File: config.mk
export PLATFORM = sky130hd
export DESIGN_NAME = alu_operand_stage
export DESIGN_NICKNAME = d
export VERILOG_FILES = /design/src/rtl/alu_src_pkg.sv /design/src/rtl/fwd_resolve.sv /design/src/rtl/alu_operand_stage.sv
export SDC_FILE = /design/constraint.sdc
export NUM_CORES = 1
export LEC_CHECK = 0
export ABC_AREA = 1
export CAP_MARGIN = 20
export CORE_MARGIN = 2
export CORE_UTILIZATION = 49
export DETAILED_ROUTE_END_ITERATION = 6
export GPL_ROUTABILITY_DRIVEN = 0
export HOLD_SLACK_MARGIN = 0.05
export MAX_ROUTING_LAYER = met4
export PLACE_DENSITY = 0.87
export SYNTH_ARGS = -nofsm -noshare
export SYNTH_HDL_FRONTEND = slang
export SYNTH_SLANG_ARGS = --single-unit
File: constraint.sdc
create_clock -name clk -period 3.8 [get_ports clk]
set_input_delay 0.57 -clock clk [delete_from_list [all_inputs] [get_ports clk]]
set_output_delay 0.57 -clock clk [all_outputs]
set_load 0.02 [all_outputs]
File: src/rtl/alu_src_pkg.sv
// Operand-source encodings for the ALU operand stage, shared with the decoder.
package alu_src_pkg;

  typedef enum logic [1:0] {
    SRC_A_RS1     = 2'b00,
    SRC_A_ZERO    = 2'b01,
    SRC_A_PC      = 2'b10,
    SRC_A_ILLEGAL = 2'b11
  } src_a_e;

  typedef enum logic {
    SRC_B_RS2 = 1'b0,
    SRC_B_IMM = 1'b1
  } src_b_e;

endpackage

File: src/rtl/fwd_resolve.sv
// Resolves one source register against the forwarding sources; the youngest
// matching writer wins, and a matching writer with pending load data raises hazard.
module fwd_resolve #(
  parameter int XLEN       = 32,
  parameter int REG_ADDR_W = 5,
  parameter int FWD_STAGES = 2
) (
  input  logic [REG_ADDR_W-1:0]            i_addr,
  input  logic [XLEN-1:0]                  i_rd_val,
  input  logic [FWD_STAGES-1:0]            i_fwd_we,
  input  logic [FWD_STAGES-1:0]            i_fwd_pending,
  input  logic [FWD_STAGES*REG_ADDR_W-1:0] i_fwd_rd,
  input  logic [FWD_STAGES*XLEN-1:0]       i_fwd_data,
  output logic [XLEN-1:0]                  o_data,
  output logic                             o_hazard
);

  logic w_hit;

  always_comb begin
    w_hit    = 1'b0;
    o_data   = i_rd_val;
    o_hazard = 1'b0;
    for (int unsigned i = 0; i < FWD_STAGES; i++) begin
      if (!w_hit && i_fwd_we[i] && (i_fwd_rd[i*REG_ADDR_W +: REG_ADDR_W] == i_addr)) begin
        w_hit = 1'b1;
        if (i_fwd_pending[i]) o_hazard = 1'b1;
        else                  o_data   = i_fwd_data[i*XLEN +: XLEN];
      end
    end
    // x0 is hardwired: never forwarded, never stalls.
    if (i_addr == '0) begin
      o_data   = '0;
      o_hazard = 1'b0;
    end
  end

endmodule

File: src/rtl/alu_operand_stage.sv
// Registered ALU operand-select stage: forwarding, A/B selection, load-use
// hazard detection and a single-entry valid/ready output register.
module alu_operand_stage
  import alu_src_pkg::*;
#(
  parameter int XLEN       = 32,
  parameter int REG_ADDR_W = 5,
  parameter int FWD_STAGES = 2
) (
  input  logic                             clk,
  input  logic                             rst,
  input  logic                             flush,
  input  logic                             in_valid,
  output logic                             in_ready,
  input  logic [1:0]                       ALUSrc_A,
  input  logic                             ALUSrc_B,
  input  logic [REG_ADDR_W-1:0]            rs1,
  input  logic [REG_ADDR_W-1:0]            rs2,
  input  logic [XLEN-1:0]                  RD1,
  input  logic [XLEN-1:0]                  RD2,
  input  logic [XLEN-1:0]                  PC,
  input  logic [XLEN-1:0]                  Imm,
  input  logic [FWD_STAGES-1:0]            fwd_we,
  input  logic [FWD_STAGES-1:0]            fwd_pending,
  input  logic [FWD_STAGES*REG_ADDR_W-1:0] fwd_rd,
  input  logic [FWD_STAGES*XLEN-1:0]       fwd_data,
  output logic                             out_valid,
  input  logic                             out_ready,
  output logic [XLEN-1:0]                  A,
  output logic [XLEN-1:0]                  B,
  output logic [XLEN-1:0]                  store_data,
  output logic                             illegal_sel,
  output logic [31:0]                      stall_cnt
);

  logic [XLEN-1:0] w_rs1_val;
  logic [XLEN-1:0] w_rs2_val;
  logic            w_rs1_haz;
  logic            w_rs2_haz;
  logic            w_hazard;
  logic            w_can_load;
  logic            w_capture;
  logic [XLEN-1:0] w_a;
  logic [XLEN-1:0] w_b;
  logic            w_illegal;

  logic            r_out_valid;
  logic [XLEN-1:0] r_a;
  logic [XLEN-1:0] r_b;
  logic [XLEN-1:0] r_store_data;
  logic            r_illegal;
  logic [31:0]     r_stall_cnt;

  fwd_resolve #(
    .XLEN       (XLEN),
    .REG_ADDR_W (REG_ADDR_W),
    .FWD_STAGES (FWD_STAGES)
  ) u_fwd_rs1 (
    .i_addr        (rs1),
    .i_rd_val      (RD1),
    .i_fwd_we      (fwd_we),
    .i_fwd_pending (fwd_pending),
    .i_fwd_rd      (fwd_rd),
    .i_fwd_data    (fwd_data),
    .o_data        (w_rs1_val),
    .o_hazard      (w_rs1_haz)
  );

  fwd_resolve #(
    .XLEN       (XLEN),
    .REG_ADDR_W (REG_ADDR_W),
    .FWD_STAGES (FWD_STAGES)
  ) u_fwd_rs2 (
    .i_addr        (rs2),
    .i_rd_val      (RD2),
    .i_fwd_we      (fwd_we),
    .i_fwd_pending (fwd_pending),
    .i_fwd_rd      (fwd_rd),
    .i_fwd_data    (fwd_data),
    .o_data        (w_rs2_val),
    .o_hazard      (w_rs2_haz)
  );

  // RS2 always matters because store_data carries it regardless of ALUSrc_B.
  assign w_hazard   = in_valid && (((ALUSrc_A == SRC_A_RS1) && w_rs1_haz) || w_rs2_haz);
  assign w_can_load = !r_out_valid || out_ready;
  assign in_ready   = flush || (w_can_load && !w_hazard);
  assign w_capture  = in_valid && in_ready && !flush;

  always_comb begin
    w_a       = '0;
    w_illegal = 1'b0;
    unique case (ALUSrc_A)
      SRC_A_RS1:     w_a = w_rs1_val;
      SRC_A_ZERO:    w_a = '0;
      SRC_A_PC:      w_a = PC;
      SRC_A_ILLEGAL: w_illegal = 1'b1;
      default:       w_a = '0;
    endcase
  end

  assign w_b = (ALUSrc_B == SRC_B_IMM) ? Imm : w_rs2_val;

  always_ff @(posedge clk) begin
    if (rst) begin
      r_out_valid  <= 1'b0;
      r_a          <= '0;
      r_b          <= '0;
      r_store_data <= '0;
      r_illegal    <= 1'b0;
    end else if (flush) begin
      r_out_valid <= 1'b0;
      r_illegal   <= 1'b0;
    end else if (w_capture) begin
      r_out_valid  <= 1'b1;
      r_a          <= w_a;
      r_b          <= w_b;
      r_store_data <= w_rs2_val;
      r_illegal    <= w_illegal;
    end else if (out_ready) begin
      r_out_valid <= 1'b0;
      r_illegal   <= 1'b0;
    end
  end

  always_ff @(posedge clk) begin
    if (rst) begin
      r_stall_cnt <= '0;
    end else if (w_hazard && !flush && (r_stall_cnt != '1)) begin
      r_stall_cnt <= r_stall_cnt + 32'd1;
    end
  end

  assign out_valid   = r_out_valid;
  assign A           = r_a;
  assign B           = r_b;
  assign store_data  = r_store_data;
  assign illegal_sel = r_illegal;
  assign stall_cnt   = r_stall_cnt;

endmodule

==> results of run 1 <==
[kinds of logic (layout without fill, tap and decap cells)]
family,after synthesis,count (layout)
compound gates,177,177
xor+xnor,26,26
fa+ha+maj,1,1
buf+inv,324,638
flops,130,130
mux,1,1
other cells,0,5
simple gates,1112,1112
[per-stage QoR]
step	hold WS, ns	area [sq um]	cells	util
after detailed placement	0.4706	13230	2317	0.6843
after floorplan	0.5489	9583	1771	-
after global placement	0.4623	13230	2317	0.6843
final	0.4799	13860	2355	0.7167
after CTS	0.4791	13820	2349	0.7146
after global routing	0.5031	13850	2354	0.7166
[sequential cells by signal, indices dropped and copies added, names as in the netlist]
signal and flops:
B 32, A 32, out_valid 1, illegal_sel 1
stall_cnt 32, store_data 32
[per-layer routing]
layer | vias up | global-route usage
met1 | 5439 | 0.4178
met4 | 0 | 0.2405
met2 | 773 | 0.6063
li1 | 6042 | -
met3 | 181 | 0.08464
met5 | - | -
[worst max-delay path: stages]
cell	delay [ns]
clkdlybuf4s50_1	0.59
inv_2	0.06
nand2_1	0.06
nand2_1	0.07
nor2_1	0.23
nand3_4	0.11
nor2_1	0.11
nor2_1	0.05
nand2_1	0.15
nand2_1	0.18
a21boi_0	0.20
clkdlybuf4s50_1	0.62
[how the worst min path moves through the flow]
stage | from | end | slack, ns | depth (start not counted)
after global placement | out_valid | out_valid | 0.46 | 2
after global routing | out_valid | out_valid | 0.50 | 2
after floorplan | out_valid | out_valid | 0.55 | 2
after CTS | out_valid | out_valid | 0.48 | 2
final | out_valid | out_valid | 0.48 | 2
after detailed placement | out_valid | out_valid | 0.47 | 2
[power by group through the flow]
stage               Combinational, uW  Clock (uW)  Sequential (uW)
floorplan                         454           0             1600
global placement                 1060           0             1510
detailed placement               1070           0             1510
CTS                              1080        1670             1480
global route                     1190        1740             1490
finish                           1100        1660             1480
[cells in the mapped netlist]
cell      instances  area share
o21ai_1           4      0.0021
o21bai_1          1     0.00078
a21oi_1          91       0.048
buf_1             7      0.0027
and3_1            2      0.0013
o211ai_1          2      0.0016
nor2_1          276        0.11
nand3b_1          3      0.0024
buf_2            28       0.015
mux2i_1           1      0.0010
buf_6             9       0.011
nor3_1           14      0.0073
inv_1           218       0.085
nand2_1         657        0.26
clkinv_1          1     0.00039
inv_2             7      0.0027
ha_1              1      0.0013
nor2_4            1      0.0012
nand4_2           1      0.0013
or2_2            10      0.0065
nand3_2           3      0.0031
o21ai_0          77       0.040
dfxtp_1         130        0.27
nand3_1          94       0.049
xor2_1           17       0.016
nor4_1            2      0.0013
a21boi_0          2      0.0016
nor2_2            3      0.0020
xnor2_1           9      0.0082
nand4_1          46       0.030
clkbuf_1         54       0.021
[area by class of cell]
cell class | count | share of cell area
timing repair buffer | 380 | 0.2736
antenna | 5 | 0.0009029
multi-input combinational | 1317 | 0.4101
inverter | 226 | 0.06131
clock inverter | 13 | 0.01111
tap | 265 | 0.02393
clock buffer | 19 | 0.03124
sequential | 130 | 0.1878
==> metrics.md, run 1 <==
| Metric | Value |
|---|---|
| Outcome | `finished, final reports clean` |
| Starting Density | `0.4956` |
| Clk buf depth | `2` |
| Core Box Area | `19,330 sq um` |
| Post-synth cell types | `31` |
| Number of cell rows | `51` |
| Register area share after synthesis | `0.2716` |
| Wire length of the first global-routing pass | `just under 60,000 um` |
| Int Pwr | `~3000 uW` |
| Setup CP Type | `primary input to output pin` |
| Slew Limit Headroom | `0.2752` |
| Die ar. | `between 20,000 and 25,000 sq um` |
| Top Metal Used | `met4` |
| CTS tree | `yes` |
| Worst VDD drop | `between 0.2 and 0.25 mV` |
| Clock-pin slew on the worst setup and hold paths | `roughly 0.060 ns` |
| Die W | `between 100 and 150 um` |
| Via count | `12.44k` |
| Post-synth net total | `roughly 2k` |
| Logic pwr share | `0.258` |
| Post-DRT Antenna Nets | `0` |
| Largest net degree at the start of global routing | `between 90 and 100` |
| Final Max Tran Viols | `0` |
| Storage cell area | `2603 sq um` |
| Tot GR Track Use | `0.3750` |
| Measured slew at the worst slew-check pin | `between 1 and 1.5 ns` |
| Critical Path Source Type | `primary input` |
| Max Clk Rate | `0.2804 GHz` |
| Num CTS Buffers | `17` |
| Post-Syn Area | `roughly 9600 sq um` |
| Sequential power share | `0.350` |
| Largest family of logic cells by synthesized area | `simple AND/OR/NAND/NOR gates` |
| Met2 routed WL | `roughly 18,000 um` |
| Reg-to-reg startpoint | `stall_cnt[0]` |
| Worst R2R End | `stall_cnt[0]` |
| NetSw | `1316 uW` |
| Post-Synth XOR/XNOR Area | `0.02376` |
| Area of the multi-input gates | `between 5000 and 6000 sq um` |
| Hold WC Path Type | `flop to flop` |
| Avg Inst Size Synth | `5.411 sq um` |
| Adder-cell area share of the yosys netlist | `0.001306` |
| Complex-gate fraction of the synthesized area | `0.09375` |
| Crit Path Max Fanout | `4` |
| Vias in the first global route | `roughly 11k` |
| WP data arrival | `3.00 ns` |
| Min Tclk post-route | `between 3 and 4 ns` |
| HPWL after DPL | `about 29,000 um` |
| DRC viols | `0` |
| Final WL | `38,340 um` |
| Leak Pwr | `0.006551 uW` |
| Multiplexer area fraction after synthesis | `0.001045` |
| FF+latch count, synth | `130` |
| Worst endpoint required time | `about 3.2 ns` |
| Die Y | `roughly 140 um` |
| Max Cap Viol | `0` |
| Setup-failing EPs final | `0` |
| CP Capture Type | `output pin` |
| RSZ-0062 raised after global routing | `no` |
| WL met3 | `~4000 um` |
| Sw Ratio | `0.3101` |
| Setup crit end | `in_ready` |
| Post-layout nets | `roughly 2.3k` |
| Layout cells sized above 1 | `0.04029` |
| Clock group share of total power | `0.392` |
| H-tree depth | `4` |
| Clock Skew | `~0.0060 ns` |
| Setup slack, reg-to-reg | `1.43 ns` |
| Area delta synth->final | `44.60%` |
| Post-CTS Resized | `0` |
| Post-Synth Simple-Gate Area | `0.4709` |
| Top-Level Pins | `between 300 and 400` |
| Final Hold Fails | `0` |
| Cts hold-fix bufs | `0` |
| Initial DRC Count | `about 1.2k` |
| Crit share post-route | `0.9384` |
| Pre-CTS setup slack | `roughly 0.27 ns` |
| R2R cell count | `11` |
| DRT met1 WL | `about 14,000 um` |
| Setup TNS | `0 ns` |
| WL/cell | `16.28 um` |
| Setup Buffers After CTS | `0` |
| Initial DRT Pass Iterations | `6` |
| Clk sinks | `130` |
| Number of I/O port buffers | `354` |
| Post-route setup slack | `0.2342 ns` |
| Cells after Synth | `between 1.5k and 2k` |
| Crit. Startpoint | `rs2[4]` |
| Most frequent cells in the layout | `nand2_1, clkdlybuf4s50_1, nor2_1` |
| Fill count | `between 1.5k and 2k` |
| Worst-skew pair later-pin latency | `between 0.4 and 0.5 ns` |
| Warnings, synthesis | `0` |
| Most common cell after layout, fill and taps aside | `nand2_1` |
| Tot Pwr | `approximately 4200 uW` |
| Root Driver | `clkbuf_16` |
| Initial antenna violation count | `4` |
| Power Dens Cells | `approximately 310 nW/um^2` |
| GRT overflow | `0` |
| Routed vias/inst | `~5.3` |
No activity file was read; power rests on OpenSTA's default activity.
==> run 2, diff against run 1 <==
- CORE_UTILIZATION: 49 -> 46
- PLACE_DENSITY: 0.87 -> 0.83
- clock period: 3.8 -> 4 ns (I/O delays scaled with it)
==> run 2 against run 1 <==
The run now ends with design-rule violations left. Largest cell class unchanged. Routed wire length rose by 0.28%. First-iteration DRC count fell by 6.5%. Via count decreased by 1.4%. Critical path type unchanged. Utilization fell by 3.7 points. Combinational power decreased by 5%.
==> metrics.md, run 2 (same netlist as run 1, synthesis figures left out) <==
| Metric | Value |
|---|---|
| Number of I/O port buffers | `354 (unchanged)` |
| Initial antenna violation count | `0 (was 4)` |
| Largest net degree at the start of global routing | `96 (unchanged)` |
| GRT overflow | `0 (unchanged)` |
| Layout cells sized above 1 | `0.03894 (was 0.04029)` |
| Fill count | `1,895 (was 1,730)` |
| Outcome | `finished, violations left (was finished, final reports clean)` |
| Max Cap Viol | `0 (unchanged)` |
| WL met3 | `3528 um (was 4018 um)` |
| Setup TNS | `0 ns (unchanged)` |
| Num CTS Buffers | `17 (unchanged)` |
| Final Max Tran Viols | `0 (unchanged)` |
| Reg-to-reg startpoint | `stall_cnt[0] (unchanged)` |
| Setup Buffers After CTS | `0 (unchanged)` |
| Wire length of the first global-routing pass | `59,660 um (was 58,230 um)` |
| H-tree depth | `4 (unchanged)` |
| Crit. Startpoint | `fwd_rd[0] (was rs2[4])` |
| Root Driver | `clkbuf_16 (unchanged)` |
| Leak Pwr | `0.006539 uW (was 0.006551 uW)` |
| Tot Pwr | `4107 uW (was 4243 uW)` |
| Top-Level Pins | `355 (unchanged)` |
| Cts hold-fix bufs | `0 (unchanged)` |
| DRT met1 WL | `14,770 um (was 14,090 um)` |
| Power Dens Cells | `296.9 nW/um^2 (was 306.2 nW/um^2)` |
| DRC viols | `3 (was 0)` |
| Slew Limit Headroom | `0.3025 (was 0.2752)` |
| WP data arrival | `3.12 ns (was 3.00 ns)` |
| Max Clk Rate | `between 0.2 and 0.3 GHz` |
| Most common cell after layout, fill and taps aside | `nand2_1 (unchanged)` |
| Worst endpoint required time | `3.40 ns (was 3.23 ns)` |
| Number of cell rows | `52 (was 51)` |
| Area delta synth->final | `44.35% (was 44.60%)` |
| Post-DRT Antenna Nets | `0 (unchanged)` |
| HPWL after DPL | `28,930 um (was 29,040 um)` |
| Setup crit end | `in_ready (unchanged)` |
| Clock Skew | `0.008777 ns (was 0.005974 ns)` |
| Worst VDD drop | `0.2565 mV (was 0.2327 mV)` |
| Die W | `148.3 um (was 143.8 um)` |
| Hold WC Path Type | `flop to flop (unchanged)` |
| Diode count | `0 (was 5)` |
| Setup slack, reg-to-reg | `1.62 ns (was 1.43 ns)` |
| Post-layout nets | `2,292 (was 2,297)` |
| Measured slew at the worst slew-check pin | `1.046 ns (was 1.086 ns)` |
| Die Y | `148.3 um (was 143.8 um)` |
| Setup CP Type | `primary input to output pin (unchanged)` |
| Tot GR Track Use | `0.3537 (was 0.3750)` |
| Clk sinks | `130 (unchanged)` |
| Crit share post-route | `0.9291` |
| CTS tree | `yes (unchanged)` |
| Initial DRT Pass Iterations | `7 (was 6)` |
| Most frequent cells in the layout | `nand2_1, clkdlybuf4s50_1, nor2_1 (unchanged)` |
| Worst R2R End | `stall_cnt[23] (was stall_cnt[0])` |
| Clock-pin slew on the worst setup and hold paths | `0.06 ns (about the same)` |
| RSZ-0062 raised after global routing | `no (unchanged)` |
| Vias in the first global route | `11.29k (was 11.43k)` |
| Via count | `12.27k (was 12.44k)` |
| Setup-failing EPs final | `0 (unchanged)` |
| Failing checks | `design-rule violations` |
| Crit Path Max Fanout | `13 (was 4)` |
| R2R cell count | `9 (was 11)` |
| Min Tclk post-route | `3.716 ns` |
| CP Capture Type | `output pin (unchanged)` |
| Initial DRC Count | `1,085 (was 1,161)` |
| Final Hold Fails | `0 (unchanged)` |
| Die ar. | `22,000 sq um (was 20,690 sq um)` |
| Critical Path Source Type | `primary input (unchanged)` |
| Met2 routed WL | `18,290 um (was 17,580 um)` |
| Routed vias/inst | `5.219 (was 5.280)` |
| Top Metal Used | `met4 (unchanged)` |
| Clk buf depth | `2 (unchanged)` |
| Worst-skew pair later-pin latency | `0.43 ns (about the same)` |
| Final WL | `38,450 um (was 38,340 um)` |
| Hold WS | `0.4959 ns (was 0.4799 ns)` |
| WL/cell | `16.36 um (was 16.28 um)` |
| Post-CTS Resized | `0 (unchanged)` |
| Starting Density | `0.4706 (was 0.4956)` |
| Core Box Area | `20,360 sq um (was 19,330 sq um)` |
| Final Util | `0.6793 (was 0.7167)` |
[run 2: cell count changes in the layout (fill, tap and decap cells not counted), sizes merged]
cell    change
clkbuf      -1
clkinv      +1
bufinv      +1
inv         -1
buf         -5
diode       -5
[run 2: worst min-delay path by stage]
stage               cells after the start  slack (ns)       from        end
floorplan                               2        0.55  out_valid  out_valid
global route                            2        0.52  out_valid  out_valid
detailed placement                      2        0.49  out_valid  out_valid
finish                                  2        0.50  out_valid  out_valid
global placement                        2        0.46  out_valid  out_valid
CTS                                     2        0.50  out_valid  out_valid
[run 2: where the power goes]
| part | leakage (uW) | total [uW] | switching [uW] | internal (uW) |
|---|---|---|---|---|
| Clock | 0.000291 | 1660 | 654 | 1010 |
| Combinational | 0.00518 | 1040 | 557 | 480 |
| Sequential | 0.00107 | 1410 | 40.7 | 1370 |
| Total | 0.00654 | 4110 | 1250 | 2860 |
[run 2: worst max-delay path: stages]
cell and delay [ns]:
clkdlybuf4s50_1 0.54, inv_1 0.08, nand2_1 0.09, nand2_1 0.06, nor2_1 0.15, nand3_2 0.28, nor2_4 0.17, nor2_1 0.05
nand2_1 0.11, nand2_1 0.16, a21boi_0 0.21, clkdlybuf4s50_1 0.63
[run 2: cell type report]
| type | count | area [sq um] | share of cell area |
|---|---|---|---|
| timing repair buffer | 375 | 3741 | 0.2704 |
| multi-input combinational | 1317 | 5683 | 0.4108 |
| sequential | 130 | 2603 | 0.1881 |
| tap | 270 | 337.8 | 0.02442 |
| clock inverter | 14 | 180.2 | 0.01302 |
| clock buffer | 18 | 439.2 | 0.03175 |
| inverter | 226 | 849.6 | 0.06141 |
[run 2: layer usage]
metal / vias to the layer above / GRT usage
met4: 0 / 0.1486
met1: 5451 / 0.4193
met3: 121 / 0.07147
li1: 6026 / -
met5: - / -
met2: 667 / 0.5863
[run 2: per-stage QoR]
| step | setup slack [ns] | instance area, sq um | instances |
|---|---|---|---|
| after floorplan | 1.332 | 9583 | 1771 |
| after global placement | 0.3792 | 13190 | 2317 |
| after CTS | 0.2824 | 13810 | 2349 |
| after global routing | 0.07718 | 13830 | 2350 |
| final | 0.2837 | 13830 | 2350 |
| after detailed placement | 0.2860 | 13190 | 2317 |
